--- config.mk ---
export PLATFORM = sky130hd
export DESIGN_NAME = mul_addshift_radix_flat
export DESIGN_NICKNAME = d
export VERILOG_FILES = /design/src/rtl/mul_addshift_radix_if.sv /design/src/rtl/mul_addshift_radix.sv /design/src/flat_wrapper.sv
export SDC_FILE = /design/constraint.sdc
export NUM_CORES = 1
export LEC_CHECK = 0
export CAP_MARGIN = 10
export CORE_MARGIN = 2
export CORE_UTILIZATION = 25
export DETAILED_ROUTE_END_ITERATION = 7
export PLACE_DENSITY_LB_ADDON = 0.2
export SLEW_MARGIN = 10
export SYNTH_ARGS = -nofsm -noshare
export SYNTH_HDL_FRONTEND = slang
export SYNTH_SLANG_ARGS = --single-unit
--- constraint.sdc ---
create_clock -name clk -period 4.6 [get_ports clk]
set_input_delay 0.69 -clock clk [delete_from_list [all_inputs] [get_ports clk]]
set_output_delay 0.69 -clock clk [all_outputs]
set_load 0.03 [all_outputs]
--- src/rtl/mul_addshift_radix_if.sv ---
// Operand/result handshake bundle for the radix add-shift multiplier.
// Latency: none (wiring only).
// Backpressure: in_valid/in_ready on operands, out_valid/out_ready on the product.
interface mul_addshift_radix_if #(
    parameter int DATA_W = 32
);
    logic                  in_valid;
    logic                  in_ready;
    logic                  sign_a;
    logic                  sign_b;
    logic [DATA_W-1:0]     op_a;
    logic [DATA_W-1:0]     op_b;
    logic                  out_valid;
    logic                  out_ready;
    logic [2*DATA_W-1:0]   product;

    // Requester side: issues operands, consumes the product.
    modport master (
        output in_valid, sign_a, sign_b, op_a, op_b, out_ready,
        input  in_ready, out_valid, product
    );

    // Multiplier side.
    modport slave (
        input  in_valid, sign_a, sign_b, op_a, op_b, out_ready,
        output in_ready, out_valid, product
    );
endinterface

--- src/rtl/mul_addshift_radix.sv ---
// Iterative add-shift multiplier, RADIX_LOG2 multiplier bits per cycle, signed/unsigned per operand.
// Latency: DATA_W/RADIX_LOG2 cycles from accept to out_valid (shorter with MUL_ADDSHIFT_EARLY_TERM_EN).
// Backpressure: one op in flight; in_ready only in IDLE, product held with out_valid until out_ready.
// Optional feature macro: MUL_ADDSHIFT_EARLY_TERM_EN (exit as soon as the remaining multiplier digits are zero).
module mul_addshift_radix #(
    parameter int DATA_W     = 32,
    parameter int RADIX_LOG2 = 2
) (
    input  logic                     clk,
    input  logic                     rst,
    mul_addshift_radix_if.slave      bus
);
    localparam int K     = RADIX_LOG2;
    localparam int N     = DATA_W / RADIX_LOG2;
    localparam int CNT_W = (N > 1) ? $clog2(N) : 1;
    localparam logic [CNT_W-1:0] LAST = CNT_W'(N - 1);

    generate
        if ((RADIX_LOG2 < 1) || (DATA_W % RADIX_LOG2 != 0)) begin : g_bad_radix
            $error("mul_addshift_radix: DATA_W must be a multiple of RADIX_LOG2");
        end
    endgenerate

    typedef enum logic [1:0] {
        S_IDLE = 2'd0,
        S_CALC = 2'd1,
        S_OUT  = 2'd2
    } state_t;

    state_t                 r_state;
    state_t                 w_state_nxt;
    logic [2*DATA_W-1:0]    r_acc;
    logic [2*DATA_W-1:0]    r_product;
    logic [DATA_W-1:0]      r_mag_a;
    logic                   r_neg;
    logic [CNT_W-1:0]       r_cnt;

    logic                   w_accept;
    logic                   w_done;
    logic [DATA_W-1:0]      w_mag_a;
    logic [DATA_W-1:0]      w_mag_b;
    logic                   w_neg;
    logic [DATA_W+K-1:0]    w_pp;
    logic [DATA_W+K-1:0]    w_hi;
    logic [2*DATA_W+K-1:0]  w_cat;
    logic [2*DATA_W-1:0]    w_acc_step;
    logic [2*DATA_W-1:0]    w_acc_fin;
    logic [2*DATA_W-1:0]    w_res_fixed;

    assign bus.in_ready  = (r_state == S_IDLE) && !rst;
    assign bus.out_valid = (r_state == S_OUT);
    assign bus.product   = r_product;
    assign w_accept      = bus.in_valid && bus.in_ready;

    // Magnitudes: negating the most negative value wraps to 2^(DATA_W-1), which is exact unsigned.
    assign w_mag_a = (bus.sign_a && bus.op_a[DATA_W-1]) ? -bus.op_a : bus.op_a;
    assign w_mag_b = (bus.sign_b && bus.op_b[DATA_W-1]) ? -bus.op_b : bus.op_b;
    assign w_neg   = (bus.sign_a & bus.op_a[DATA_W-1]) ^ (bus.sign_b & bus.op_b[DATA_W-1]);

    // One radix step: add |a| times the low multiplier digit into the high half, then shift by K.
    // The widened high half cannot overflow: hi < 2^W and |a|*digit <= (2^W-1)(2^K-1).
    assign w_pp       = {{K{1'b0}}, r_mag_a} * {{DATA_W{1'b0}}, r_acc[K-1:0]};
    assign w_hi       = {{K{1'b0}}, r_acc[2*DATA_W-1:DATA_W]} + w_pp;
    assign w_cat      = {w_hi, r_acc[DATA_W-1:0]};
    assign w_acc_step = (2*DATA_W)'(w_cat >> K);

`ifdef MUL_ADDSHIFT_EARLY_TERM_EN
    logic [31:0]        w_used_bits;
    logic [DATA_W-1:0]  w_rem_mask;
    // After this step the unconsumed multiplier bits sit in the low (DATA_W - used) bits of acc;
    // if they are all zero the remaining steps would only shift, so shift them all at once.
    assign w_used_bits = 32'(K) * (32'(r_cnt) + 32'd1);
    assign w_rem_mask  = {DATA_W{1'b1}} >> w_used_bits;
    assign w_done      = (r_cnt == LAST) || ((w_acc_step[DATA_W-1:0] & w_rem_mask) == '0);
    assign w_acc_fin   = w_acc_step >> (32'(DATA_W) - w_used_bits);
`else
    assign w_done      = (r_cnt == LAST);
    assign w_acc_fin   = w_acc_step;
`endif

    // Sign fix folded into the final step; -0 is 0 so a zero product stays zero.
    assign w_res_fixed = r_neg ? -w_acc_fin : w_acc_fin;

    // State register.
    always_ff @(posedge clk) begin
        if (rst) r_state <= S_IDLE;
        else     r_state <= w_state_nxt;
    end

    // Next-state: accept in IDLE, iterate in CALC, hold in OUT until consumed.
    always_comb begin
        w_state_nxt = r_state;
        case (r_state)
            S_IDLE:  if (w_accept)      w_state_nxt = S_CALC;
            S_CALC:  if (w_done)        w_state_nxt = S_OUT;
            S_OUT:   if (bus.out_ready) w_state_nxt = S_IDLE;
            default:                    w_state_nxt = S_IDLE;
        endcase
    end

    // Datapath: latch operands on accept, step the accumulator, capture the signed product.
    always_ff @(posedge clk) begin
        if (rst) begin
            r_acc     <= '0;
            r_product <= '0;
            r_mag_a   <= '0;
            r_neg     <= 1'b0;
            r_cnt     <= '0;
        end else begin
            case (r_state)
                S_IDLE: begin
                    if (w_accept) begin
                        r_mag_a <= w_mag_a;
                        r_neg   <= w_neg;
                        r_acc   <= {{DATA_W{1'b0}}, w_mag_b};
                        r_cnt   <= '0;
                    end
                end
                S_CALC: begin
                    r_acc <= w_acc_step;
                    r_cnt <= r_cnt + 1'b1;
                    if (w_done) r_product <= w_res_fixed;
                end
                default: ;
            endcase
        end
    end
endmodule

--- src/flat_wrapper.sv ---
// flat-port wrapper written by rule: the top's interface ports become plain ports
module mul_addshift_radix_flat 
#(
    parameter int DATA_W     = 32,
    parameter int RADIX_LOG2 = 2
)
  (clk, rst, bus_in_valid, bus_sign_a, bus_sign_b, bus_op_a, bus_op_b, bus_out_ready, bus_in_ready, bus_out_valid, bus_product);
  mul_addshift_radix_if #(.DATA_W(DATA_W)) bus_i ();
  input  logic clk;
  input  logic rst;
  input wire logic [$bits(bus_i.in_valid)-1:0] bus_in_valid;
  input wire logic [$bits(bus_i.sign_a)-1:0] bus_sign_a;
  input wire logic [$bits(bus_i.sign_b)-1:0] bus_sign_b;
  input wire logic [$bits(bus_i.op_a)-1:0] bus_op_a;
  input wire logic [$bits(bus_i.op_b)-1:0] bus_op_b;
  input wire logic [$bits(bus_i.out_ready)-1:0] bus_out_ready;
  output wire logic [$bits(bus_i.in_ready)-1:0] bus_in_ready;
  output wire logic [$bits(bus_i.out_valid)-1:0] bus_out_valid;
  output wire logic [$bits(bus_i.product)-1:0] bus_product;
  assign bus_i.in_valid = bus_in_valid;
  assign bus_i.sign_a = bus_sign_a;
  assign bus_i.sign_b = bus_sign_b;
  assign bus_i.op_a = bus_op_a;
  assign bus_i.op_b = bus_op_b;
  assign bus_i.out_ready = bus_out_ready;
  assign bus_in_ready = bus_i.in_ready;
  assign bus_out_valid = bus_i.out_valid;
  assign bus_product = bus_i.product;
  mul_addshift_radix #(.DATA_W(DATA_W), .RADIX_LOG2(RADIX_LOG2)) u_core (.clk(clk), .rst(rst), .bus(bus_i));
endmodule
After elaboration in Yosys (flattened, before gate mapping)
Cells that the tools add are included.
Operators by class
  reductions and logical operators: 11
  bitwise gates (word level): 3
  eq/ne operators: 6
  mux-type cells: 11
  multipliers: 1
  add/subtract/negate cells: 5
Operators with widths (count)
  64-bit 2-to-1 mux: 2
  64-bit case mux with 2 select lines: 1
  32-bit 2-to-1 mux: 2
  32-bit negator: 2
  64-bit negator: 1
  32-bit by 34-bit adder with 34-bit output: 1
  32-bit by 2-bit multiplier with 34-bit output: 1
  4-bit case mux with 2 select lines: 1
  2-bit 2-to-1 mux: 3
  2-bit case mux with 3 select lines: 1
  2-bit AND reduction: 3
  4-bit by 1-bit adder with 4-bit output (second input constant): 1
  4-bit equality test (second input constant): 1
  1-bit logical AND: 4
  4-bit 2-to-1 mux: 1
  2-bit by 1-bit inequality test with 1-bit output (second input constant): 2
  3-bit AND reduction: 1
  1-bit bitwise AND: 2
  2-bit by 1-bit equality test with 1-bit output (second input constant): 1
  2-bit equality test (second input constant): 1
  2-bit logical NOT: 1
  2-bit inequality test (second input constant): 1
  2-bit nonzero test: 1
  1-bit logical NOT: 1
  1-bit XOR: 1
Storage, ports and cells
  bits of input ports: 70
  flip-flop bits (word level): 167
  output and inout bits: 66
  logic and storage cells: 43

Depth between registers and ports, before layout
Gate-level depths: netlist of the first run.
  depth in word-level cells: 5
  depth in mapped cells: 17
  gate-level depth less buffers: 14

Least setup slack after synthesis of the first run
Ideal clock, no wire load.
  path kind: register to register
  start point: register u_core.r_acc[1]
  end point: register u_core.r_product[56] (netlist: u_core.bus.product[56])
  library setup time: 116 ps
  arrival: 4248 ps
  buffers on the path: 1
  clock period less this slack: 4365 ps
  slack: 235 ps
  required time: 4484 ps
  cell stages (with the launch flop): 16
  cell sequence: dfxtp_1 -> clkbuf_1 -> nand2_1 -> fa_1 -> inv_1 -> fa_1 -> a21o_1 -> a221o_1 -> xnor2_1 -> o211ai_1 -> or2_2 -> or4_1 -> nand3b_1 -> o31a_1 -> xnor2_1 -> o211a_1
On the way
  cells in the longest elaborated chain, start to end: 4
Ends and longest elaborated chain
  start, declared: RTL line mul_addshift_radix.sv:32  | logic [2*DATA_W-1:0] r_acc;
  start signal, assigned: RTL line mul_addshift_radix.sv:115  | r_acc <= {{DATA_W{1'b0}}, w_mag_b};
  start signal, assigned: RTL line mul_addshift_radix.sv:120  | r_acc <= w_acc_step;
  32-bit by 2-bit multiplier with 34-bit output *: RTL line mul_addshift_radix.sv:62  | assign w_pp = {{K{1'b0}}, r_mag_a} * {{DATA_W{1'b0}}, r_acc[K-1:0]};
  32-bit by 34-bit adder with 34-bit output *: RTL line mul_addshift_radix.sv:63  | assign w_hi = {{K{1'b0}}, r_acc[2*DATA_W-1:DATA_W]} + w_pp;
  64-bit negator: RTL line mul_addshift_radix.sv:82  | assign w_res_fixed = r_neg ? -w_acc_fin : w_acc_fin;
  64-bit 2-to-1 mux *: RTL line mul_addshift_radix.sv:82
  end signal, assigned: RTL line mul_addshift_radix.sv:122  | if (w_done) r_product <= w_res_fixed;
  end, declared: RTL line mul_addshift_radix.sv:33  | logic [2*DATA_W-1:0] r_product;
Mark *: on every way between the ends. The rest lies on a longest branch, timed or not.
A chain may end at the register's enable or synchronous reset.

Final worst setup path of the first run
  start point: register u_core.r_acc[1]
  end point: register u_core.r_product[61] (netlist: u_core.bus.product[61])
Same word-level chain as after synthesis.

==> Flow_metrics.wiki, run 1 <==
{| class="wikitable"
! Metric !! Value
|-
| Maximum level of the CTS H-tree || 4
|-
| Data arrival time of the critical path || between 4 and 5 ns
|-
| Area enclosed by the die boundary || 0.0490 sq mm
|-
| Vias in the first global route || between 10000 and 15000
|-
| Post-synthesis to final-layout area growth || 27.7%
|-
| Net count, final || 1856
|-
| Sequential cell area in the final layout || 0.00334 sq mm
|-
| Fraction of power consumed by the clock network || 39.7%
|-
| Number of buffers created by CTS || 17
|-
| Internal power summed over all cells || 2.48 mW
|-
| Hold slack final || roughly 0.46 ns
|-
| Commonest cells after routing, fill and taps aside || 204 x nand2_1, 166 x dfxtp_1, 134 x clkdlybuf4s50_1, 131 x a21oi_1, 113 x nor2_1
|-
| Worst-Margin Slew || ~1.0 ns
|-
| Height of the chip || 221 um
|-
| Outcome || finished clean
|-
| Via count normalized by instance count || 4.97
|-
| Setup slack of the critical path after layout || 0.272 ns
|-
| Worst path required time || 4.96 ns
|-
| 1st-pass router iterations || 5
|-
| Sequential cell area fraction in the yosys report || between 20% and 30%
|-
| First DRT Iteration DRCs || 853
|-
| Buffer levels on the longest clock path || 2
|-
| Power dissipated by switching net loads || 1.19 mW
|-
| Worst slack at placement || 0.0994 ns
|-
| Row count || a little under 80
|-
| Average routed wire per standard cell || 17.8 um
|-
| Post-layout minimum cycle time || 4.33 ns
|-
| Maxcap violations || 0
|-
| Category of the critical setup timing path || reg2reg
|-
| Layout cells sized above 1 || 10.6%
|-
| Static leakage power || approximately 5.7 nW
|-
| Slew HR || 32.4%
|-
| Clock tree from TritonCTS || built
|-
| Number of remaining DRC errors || 0
|-
| Worst-Skew Late Latency || 0.46 ns
|-
| Relative contribution of combinational cells to total power || 17.9%
|-
| Clock transition at the registers of the reported paths || 0.08 ns
|-
| Summed area of non-filler cells in the final layout || 0.0151 sq mm
|-
| Maximum number of pins on one net before global-route repair || 87
|-
| Final count of negative-setup-slack endpoints || 0
|-
| Total cell area at the placement stage || 0.0143 sq mm
|-
| Clock net sink count || 167
|-
| Flops & latches, synth || 167
|-
| ANT nets after route || 0
|-
| I/O pin cnt || 136
|-
| Final hold violation count || 0
|-
| Net count after synthesis || 1704
|-
| Core box area || 0.0466 sq mm
|-
| Power density of the placed cells || 243 mW/mm^2
|-
| Total Neg Setup Slack || 0 ns
|-
| Width of the die || ~220 um
|-
| Leading cell type in the layout, fill and taps excluded || nand2_1
|-
| Final worst-path cycle share || 94.1%
|-
| Most common flop cell mapped by yosys || dfxtp_1
|-
| Share of power burned in registers || 42.4%
|-
| Buffer type at the clock tree root || clkbuf_16
|-
| Maximum frequency from static timing analysis || ~230 MHz
|-
| Cell area after technology mapping || 0.0118 sq mm
|-
| Syn. warnings || 0
|-
| Endpoint type of the worst setup path || register
|-
| Max rail drop VDD || 0.231 mV
|-
| Pins over their slew limit || 0
|-
| Fill cell total of the finished layout || 4960
|-
| CP max FO || 7
|-
| Wire length of the first global-routing pass || approximately 66000 um
|-
| Overflow left after global routing || 0
|-
| Total wirelength of the detailed-routed design || approximately 42000 um
|-
| ANT cells || 0
|-
| Number of synthesized flops with an enable pin || 0
|-
| DP HPWL || between 30000 and 40000 um
|-
| Async set-or-reset flop fraction in the synthesized netlist || 0%
|-
| Mean post-synth cell area || roughly 7.5 sq um
|-
| Global-route usage over all layers || 16.8%
|-
| Number of distinct standard cells referenced by the synthesized netlist || 67
|-
| Worst clock skew on the final layout || 0.0144 ns
|-
| Placer Congestion || 0.862
|-
| IO buf count || 135
|-
| Initial antenna violation count || 0
|-
| Total area of multi-input combinational cells || 0.00789 sq mm
|-
| Starting Density || 25.4%
|-
| RSZ-0062 raised after global routing || false
|-
| CP Launch Type || register
|-
| DR vias || roughly 12000
|-
| Number of cells produced by synthesis || 1565
|-
| Hold crit path type || reg2reg
|-
| Sw Ratio || 32.3%
|}
==> cells in the mapped netlist, types with 16 or more instances <==
master,n,area (sq um)
clkbuf_1,90,338
and2_1,16,100
xor2_1,78,683
fa_1,32,641
inv_1,100,375
nor3_1,25,125
o31ai_1,21,158
ha_1,37,463
nor2_1,115,432
a211oi_1,52,390
nand2_1,205,769
nand3_1,81,405
a21oi_1,137,686
xnor2_1,59,517
dfxtp_1,167,3340
a22oi_1,34,255
o21ai_0,100,500
==> per-stage QoR <==
| step | total power [mW] | util [%] | cells |
|---|---|---|---|
| 4_1_cts | 3.71 | 32.0 | 2334 |
| 2_1_floorplan | 1.94 | - | 1565 |
| 6_report | 3.67 | 32.4 | 2337 |
| 3_5_place_dp | 2.23 | 30.7 | 2302 |
| 3_3_place_gp | 2.23 | 30.7 | 2302 |
| 5_1_grt | 3.84 | 32.4 | 2337 |
==> state kept, by name (all words and copies together) (netlist names) <==
signal,cells
u_core.bus.product,64
u_core.r_acc,64
u_core.r_cnt,4
u_core.r_mag_a,32
u_core.r_neg,1
u_core.r_state,2
==> critical path, cell delays in order (launching register included) <==
cell and delay, ns:
dfxtp_1 0.33, and2_1 0.18, fa_1 0.45, ha_1 0.26, fa_2 0.37, a21o_1 0.19
a221o_2 0.41, a21o_4 0.25, a31oi_4 0.18, xnor2_1 0.10, or4_1 0.53, buf_4 0.19
nor4_4 0.24, nand2_1 0.11, and4_4 0.20, nor4_1 0.22
==> path summary, 6_finish.rpt <==
kind | cells past startpoint | endpoint | start | slack, ns
max | 15 | u_core.bus.product[61]$_SDFFE_PP0P_ | u_core.r_acc[1]$_SDFFE_PP0P_ | 0.27
min | 2 | u_core.bus.product[14]$_SDFFE_PP0P_ | u_core.bus.product[14]$_SDFFE_PP0P_ | 0.46
max reg2reg | 15 | u_core.bus.product[61]$_SDFFE_PP0P_ | u_core.r_acc[1]$_SDFFE_PP0P_ | 0.27
min reg2reg | 2 | u_core.bus.product[14]$_SDFFE_PP0P_ | u_core.bus.product[14]$_SDFFE_PP0P_ | 0.46
==> metal layers <==
| metal | track usage [%] | vias up | routed length (um) |
|---|---|---|---|
| li1 | - | 5790 | - |
| met1 | 24.4 | 5555 | 21000 |
| met2 | 26.4 | 242 | 18600 |
| met3 | 2.27 | 27 | 1530 |
| met4 | 4.01 | 0 | 463 |
| met5 | 0 | - | 0 |
==> kinds of logic after synthesis <==
group | count (synthesis) | share of synthesized area [%]
AND/OR/NAND/NOR | 550 | 22.2
AO/OA/AOI/OAI | 436 | 23.2
buffers and inverters | 202 | 6.45
flip-flops | 167 | 28.3
XOR/XNOR | 137 | 10.2
adder cells (fa/ha/maj) | 69 | 9.35
multiplexers | 4 | 0.339
==> power groups by stage <==
| stage | sequential (mW) | clock (mW) | combinational [mW] |
|---|---|---|---|
| 2_1_floorplan | 1.55 | 0 | 0.391 |
| 3_3_place_gp | 1.58 | 0 | 0.644 |
| 3_5_place_dp | 1.59 | 0 | 0.648 |
| 4_1_cts | 1.55 | 1.51 | 0.650 |
| 5_1_grt | 1.56 | 1.56 | 0.726 |
| 6_report | 1.55 | 1.46 | 0.655 |
==> timing repair <==
item / CTS / global route
buffers inserted: 0 / 3
setup endpoints to repair: 0 / 14
hold buffers: 0 / 0
gates resized for setup: 0 / 34
==> area by class of cell <==
| type | count | share of cell area [%] |
|---|---|---|
| multi-input combinational | 1196 | 52.3 |
| sequential | 167 | 22.2 |
| timing repair buffer | 234 | 14.1 |
| tap | 607 | 5.04 |
| clock buffer | 17 | 2.82 |
| inverter | 101 | 2.51 |
| clock inverter | 15 | 1.05 |
(Power assumes the default switching activity.)
==> run 2, diff against run 1 <==
GPL_TIMING_DRIVEN = 0   (was unset)
TNS_END_PERCENT = 20   (was unset)
==> run 2 against run 1 <==
Against the previous run:
- the flow now finishes with violations (negative setup slack)
- worst hold slack worse by 0.0026 ns
- clock skew is 0.0018 ns lower
- fmax is 6.6% lower
- register-to-register slack worse by 0.31 ns
- critical endpoint is now u_core.bus.product[58]$_SDFFE_PP0P_
- highest routed layer unchanged
- critical path type unchanged
==> Flow_metrics.wiki, run 2 (synthesis results as in run 1) <==
{| class="wikitable"
! Metric !! Value
|-
| Power dissipated by switching net loads || roughly 1.1 mW
|-
| Number of remaining DRC errors || 0
|-
| Worst clock skew on the final layout || about 0.013 ns
|-
| Max rail drop VDD || 0.193 mV
|-
| Worst path required time || slightly below 5 ns
|-
| ANT nets after route || 0
|-
| DR vias || 11800
|-
| Leading cell type in the layout, fill and taps excluded || nand2_1
|-
| Worst-Skew Late Latency || ~0.46 ns
|-
| CP Launch Point || u_core.r_acc[0]$_SDFFE_PP0P_
|-
| Height of the chip || 221 um
|-
| Vias in the first global route || 11400
|-
| Via count normalized by instance count || around 5
|-
| I/O pin cnt || 136
|-
| Maximum number of pins on one net before global-route repair || 17
|-
| Layout Utilization || about 33%
|-
| Worst slack at placement || -1.09 ns
|-
| Hold crit path type || reg2reg
|-
| Slew HR || a little over a third
|-
| Clock transition at the registers of the reported paths || 0.07 ns
|-
| Clock tree from TritonCTS || built
|-
| Category of the critical setup timing path || reg2reg
|-
| Share of power burned in registers || between 40% and 50%
|-
| 1st-pass router iterations || 5
|-
| Worst-Margin Slew || 0.957 ns
|-
| Post-synthesis to final-layout area growth || 29.6%
|-
| Number of buffers created by CTS || 17
|-
| RSZ-0062 raised after global routing || true
|-
| Final count of negative-setup-slack endpoints || 2
|-
| Clock net sink count || 167
|-
| Wire length of the first global-routing pass || 68700 um
|-
| Hold-critical path depth || 2
|-
| Initial antenna violation count || 0
|-
| Worst Reg2Reg Path Length in Cells || 14
|-
| Final worst-path cycle share || 101%
|-
| IO buf count || 134
|-
| Buffer levels on the longest clock path || 2
|-
| Relative contribution of combinational cells to total power || 18.2%
|-
| Placer Congestion || approximately 0.9
|-
| Violated checks || negative setup slack
|-
| Setup slack of the critical path after layout || -0.0348 ns
|-
| Commonest cells after routing, fill and taps aside || 204 x nand2_1, 164 x dfxtp_1, 134 x clkdlybuf4s50_1, 128 x a21oi_1, 114 x nor2_1
|-
| Sw Ratio || 30.1%
|-
| Maxcap violations || 0
|-
| ANT cells || 0
|-
| Worst-case register-to-register setup slack || -0.03 ns
|-
| Starting Density || 25.4%
|-
| Net count, final || 1879
|-
| First DRT Iteration DRCs || 747
|-
| Data arrival time of the critical path || 4.95 ns
|-
| CP max FO || 6
|-
| Row count || 79
|-
| Final hold violation count || 0
|-
| Static leakage power || 5.60 nW
|-
| Power density of the placed cells || 248 mW/mm^2
|-
| Outcome || finished with violations
|-
| Average routed wire per standard cell || 19.1 um
|-
| Internal power summed over all cells || 2.65 mW
|-
| Post-layout minimum cycle time || 4.63 ns
|-
| Area enclosed by the die boundary || 0.0490 sq mm
|-
| Fraction of power consumed by the clock network || 40.9%
|-
| Endpoint type of the worst setup path || register
|-
| Hold Crit Start || u_core.bus.product[14]$_SDFFE_PP0P_
|-
| Core box area || 0.0466 sq mm
|-
| Maximum level of the CTS H-tree || 4
|-
| DP HPWL || roughly 36000 um
|-
| Number of placed cells counting well taps || approximately 2300
|-
| Pins over their slew limit || 0
|-
| Global-route usage over all layers || about 18%
|-
| Layout cells sized above 1 || about a tenth
|-
| Total wirelength of the detailed-routed design || 45000 um
|-
| Hold_buf cts || 0
|-
| Overflow left after global routing || 0
|-
| Maximum frequency from static timing analysis || ~220 MHz
|-
| Count of placed standard cells in the final layout, fillers left out || between 2000 and 2500
|-
| Width of the die || around 220 um
|-
| Hold slack final || 0.453 ns
|-
| CP Launch Type || register
|-
| Worst reg2reg path startpoint || u_core.r_acc[0]$_SDFFE_PP0P_
|-
| Buffer type at the clock tree root || clkbuf_16
|}
-- run 2: cell count changes in the layout (fill, tap and decap cells not counted), moves of 4 or more --
cell | previous run | this run
xnor2_2 | 1 | 12
clkbuf_2 | 0 | 4
xor2_2 | 0 | 6
o21ai_2 | 0 | 4
xor2_1 | 78 | 71
ha_2 | 3 | 7
clkinv_8 | 4 | 0
buf_1 | 0 | 9
xnor2_1 | 58 | 46
o21ai_0 | 98 | 92
buf_4 | 97 | 30
clkbuf_1 | 0 | 74
-- run 2: power by group through the flow --
stage | Sequential (mW) | Clock (mW) | Combinational, mW
floorplan | 1.55 | 0 | 0.391
global placement | 1.58 | 0 | 0.629
detailed placement | 1.58 | 0 | 0.634
CTS | 1.55 | 1.59 | 0.658
global route | 1.56 | 1.64 | 0.753
finish | 1.55 | 1.55 | 0.690
-- run 2: final cells by class --
| type | count | area (sq um) |
|---|---|---|
| Sequential cell | 167 | 3350 |
| Buffer | 92 | 410 |
| Clock buffer | 21 | 460 |
| Multi-Input combinational cell | 1196 | 8200 |
| Tap cell | 607 | 759 |
| Inverter | 101 | 379 |
| Clock inverter | 11 | 161 |
| Fill cell | 4994 | 31300 |
| Timing Repair Buffer | 165 | 1580 |
-- run 2: critical path, cell delays in order, from the launching register on --
cell and delay [ns]:
dfxtp_4 0.38, and2_1 0.18, fa_1 0.51, ha_4 0.20, fa_2 0.36, a21o_1 0.18
a221o_2 0.45, a21o_4 0.29, xor2_4 0.17, a2111oi_4 0.35, nor3b_2 0.28, nand3b_1 0.27
o41ai_2 0.39, xor2_1 0.36, a211oi_1 0.12
-- run 2: worst paths after layout --
path                                                       endpoint
worst min register to register  u_core.bus.product[14]$_SDFFE_PP0P_
worst max-delay path            u_core.bus.product[58]$_SDFFE_PP0P_
worst max register to register  u_core.bus.product[58]$_SDFFE_PP0P_
worst min-delay path            u_core.bus.product[14]$_SDFFE_PP0P_
-- run 2: layer usage --
metal	global-route usage (%)	share of wire [%]
met1	25.3	48
met2	28.7	45
met3	2.50	4.2
met4	5.56	2.2
met5	0	0
-- run 2: repair_timing --
item / 4_1_cts / 5_1_grt
buffers inserted: 10 / 20
cloned: 0 / 1
resized for setup: 61 / 60
pin swaps: 9 / 22
setup endpoints to repair: 29 / 16
-- run 2: metrics by stage --
stage	total power, mW	instance area, sq um	TNS, ns
global placement	2.21	13900	-18.23
finish	3.80	15300	-0.0476
floorplan	1.94	11800	0
detailed placement	2.22	13900	-16.24
CTS	3.79	14900	-0.138
global route	3.95	15300	-0.726
==> run 3, diff against run 2 <==
CORE_UTILIZATION = 52   (was 25)
==> run 3 against run 2 <==
Against the previous run:
- the run now ends clean
- clock skew shrank 0.0014 ns
- core utilization grew 32 points
- die area shrank 51%
- final area shrank 4.4%
- register-to-register slack gained 0.11 ns
- sequential share of layout area grew 0.99 points
- sequential power is essentially flat
- non-clock buffer count shrank 5
- combinational power shrank 3.5%
- clock power shrank 8%
- critical path depth grew 1
==> Flow_metrics.wiki, run 3 (synthesis results as in run 1) <==
{| class="wikitable"
! Metric !! Value
|-
| DP HPWL || 29700 um
|-
| Final count of negative-setup-slack endpoints || 0
|-
| Via count normalized by instance count || 6.02
|-
| Placer Congestion || 1.01
|-
| Maximum level of the CTS H-tree || 4
|-
| Wire length of the first global-routing pass || 59900 um
|-
| Clock net sink count || 167
|-
| Hold crit path type || reg2reg
|-
| IO buf count || around 130
|-
| Leading cell type in the layout, fill and taps excluded || nand2_1
|-
| Cells along the critical path || and2_4 -> fa_1 -> ha_4 -> fa_2 -> a21o_1 -> a221o_2 -> a21o_4 -> a31oi_4 -> xnor2_4 -> or4_4 -> buf_8 -> and4b_2 -> a21boi_1 -> xnor2_2 -> a211oi_1
|-
| Net count, final || 1874
|-
| Top cell family by delay on the critical path || compound AO/OA/AOI/OAI gates
|-
| Number of buffers created by CTS || 17
|-
| Met3 demand-to-capacity share in global routing || 5.94%
|-
| Post-layout minimum cycle time || between 4 and 5 ns
|-
| Total power after layout || roughly 3.6 mW
|-
| Hold slack final || 0.453 ns
|-
| Core box area || 0.0224 sq mm
|-
| Routing usage on met1 || 45.9%
|-
| DR vias || 12200
|-
| Buffer type at the clock tree root || clkbuf_16
|-
| Layout cells sized above 1 || 7.95%
|-
| Critical path buffer and inverter count || 1
|-
| Area enclosed by the die boundary || 0.0239 sq mm
|-
| Hold Crit Start || u_core.bus.product[33]$_SDFFE_PP0P_
|-
| CP Launch Type || register
|-
| Max rail drop VDD || around 0.21 mV
|-
| Row count || 55
|-
| Worst path required time || 4.96 ns
|-
| M2 GR Usage || between 40% and 50%
|-
| Critical-path cell with the highest stage delay || dfxtp_4
|-
| Average routed wire per standard cell || between 15 and 20 um
|-
| Slew HR || between 20% and 30%
|-
| Number of remaining DRC errors || 0
|-
| Static leakage power || 5.51 nW
|-
| Worst slack at placement || -0.935 ns
|-
| Buffer levels on the longest clock path || 2
|-
| Overflow left after global routing || 0
|-
| Summed area of non-filler cells in the final layout || about 0.015 sq mm
|-
| Worst-Skew Late Latency || approximately 0.44 ns
|-
| Total cell area at the placement stage || between 0.01 and 0.015 sq mm
|-
| Most utilized layer in the global route result || met2
|-
| I/O pin cnt || 136
|-
| RSZ-0062 raised after global routing || true
|-
| Clock tree from TritonCTS || built
|-
| Global-route usage over all layers || 31.6%
|-
| Clock transition at the registers of the reported paths || 0.07 ns
|-
| Outcome || finished clean
|-
| Post-synthesis to final-layout area growth || 24.0%
|-
| Maximum number of pins on one net before global-route repair || 19
|-
| Final worst-path cycle share || 98.3%
|-
| Worst reg2reg path startpoint || u_core.r_acc[1]$_SDFFE_PP0P_
|-
| CP max FO || 7
|-
| Worst-Margin Slew || 1.09 ns
|-
| Vias in the first global route || ~11000
|-
| Maximum frequency from static timing analysis || roughly 220 MHz
|-
| Pins over their slew limit || 0
|-
| Data arrival time of the critical path || 4.88 ns
|-
| CP Launch Point || u_core.r_acc[1]$_SDFFE_PP0P_
|-
| Power density of the placed cells || 248 mW/mm^2
|-
| Initial antenna violation count || 0
|-
| Setup slack of the critical path after layout || around 0.078 ns
|-
| Total wirelength of the detailed-routed design || roughly 38000 um
|-
| ANT nets after route || 0
|-
| Height of the chip || 155 um
|-
| 1st-pass router iterations || 6
|-
| Worst clock skew on the final layout || approximately 0.011 ns
|-
| Width of the die || 155 um
|-
| Endpoint type of the worst setup path || register
|-
| Max stage delay on crit path || 0.46 ns
|-
| First DRT Iteration DRCs || 1299
|-
| Final hold violation count || 0
|-
| Category of the critical setup timing path || reg2reg
|-
| Maxcap violations || 0
|-
| ANT cells || 0
|-
| Starting Density || a little over half
|-
| Commonest cells after routing, fill and taps aside || 205 x nand2_1, 165 x dfxtp_1, 134 x clkdlybuf4s50_1, 129 x a21oi_1, 114 x nor2_1
|}
run 3: cell count changes in the layout (fill, tap and decap cells not counted), sizes merged:
cell	delta
clkinvlp	-1
bufinv	-3
clkbuf	-2
inv	+2
clkinv	+6
buf	-7
run 3: power breakdown:
part	total, mW	internal [mW]	leakage (nW)	switching (mW)
clock network	1.42	0.722	0.279	0.700
registers	1.55	1.49	1.36	0.0597
logic	0.666	0.263	3.87	0.403
total	3.64	2.47	5.51	1.16
run 3: metal layers:
layer	part of all wire [%]	routed length (um)	vias up
met4	2.6	1010	0
met3	8.6	3320	66
li1	-	-	5820
met2	44	16700	531
met5	0	0	-
met1	45	17300	5814
run 3: path summary, 6_finish.rpt:
kind	end	cells past startpoint	slack (ns)
worst max-delay path	u_core.bus.product[54]$_SDFFE_PP0P_	15	0.08
worst min-delay path	u_core.bus.product[33]$_SDFFE_PP0P_	2	0.45
worst max register to register	u_core.bus.product[54]$_SDFFE_PP0P_	15	0.08
worst min register to register	u_core.bus.product[33]$_SDFFE_PP0P_	2	0.45
run 3: area by class of cell:
class,instances,area (sq um)
fillers,2020,7800
plain buffers,94,400
multi-input cells,1196,8020
repair buffers,158,1540
clock inverters,15,153
flip-flops and latches,167,3350
clock buffers,17,425
well taps,285,357
inverters,101,379
run 3: repair_timing:
item,in CTS,in global routing
cloned,0,1
pin swaps,4,21
endpoints found under the setup margin,29,18
hold buffers,0,0
buffers inserted,4,19
hold endpoints to repair,0,0
gates resized for setup,34,60
run 3: stage by stage:
| step | setup TNS, ns | cells | utilization, % |
|---|---|---|---|
| finish | 0 | 2033 | 65.2 |
| global route | -0.377 | 2033 | 65.2 |
| CTS | -0.0715 | 2018 | 63.4 |
| detailed placement | -13.66 | 1984 | 60.2 |
| global placement | -13.36 | 1984 | 60.2 |
| floorplan | 0 | 1565 | - |
run 3: worst register-to-register path, cell delays in order (launching register included):
cell      delay [ns]
dfxtp_4         0.46
and2_4          0.18
fa_1            0.45
ha_4            0.20
fa_2            0.41
a21o_1          0.19
a221o_2         0.46
a21o_4          0.28
a31oi_4         0.26
xnor2_4         0.12
or4_4           0.43
buf_8           0.16
and4b_2         0.33
a21boi_1        0.12
xnor2_2         0.18
a211oi_1        0.23
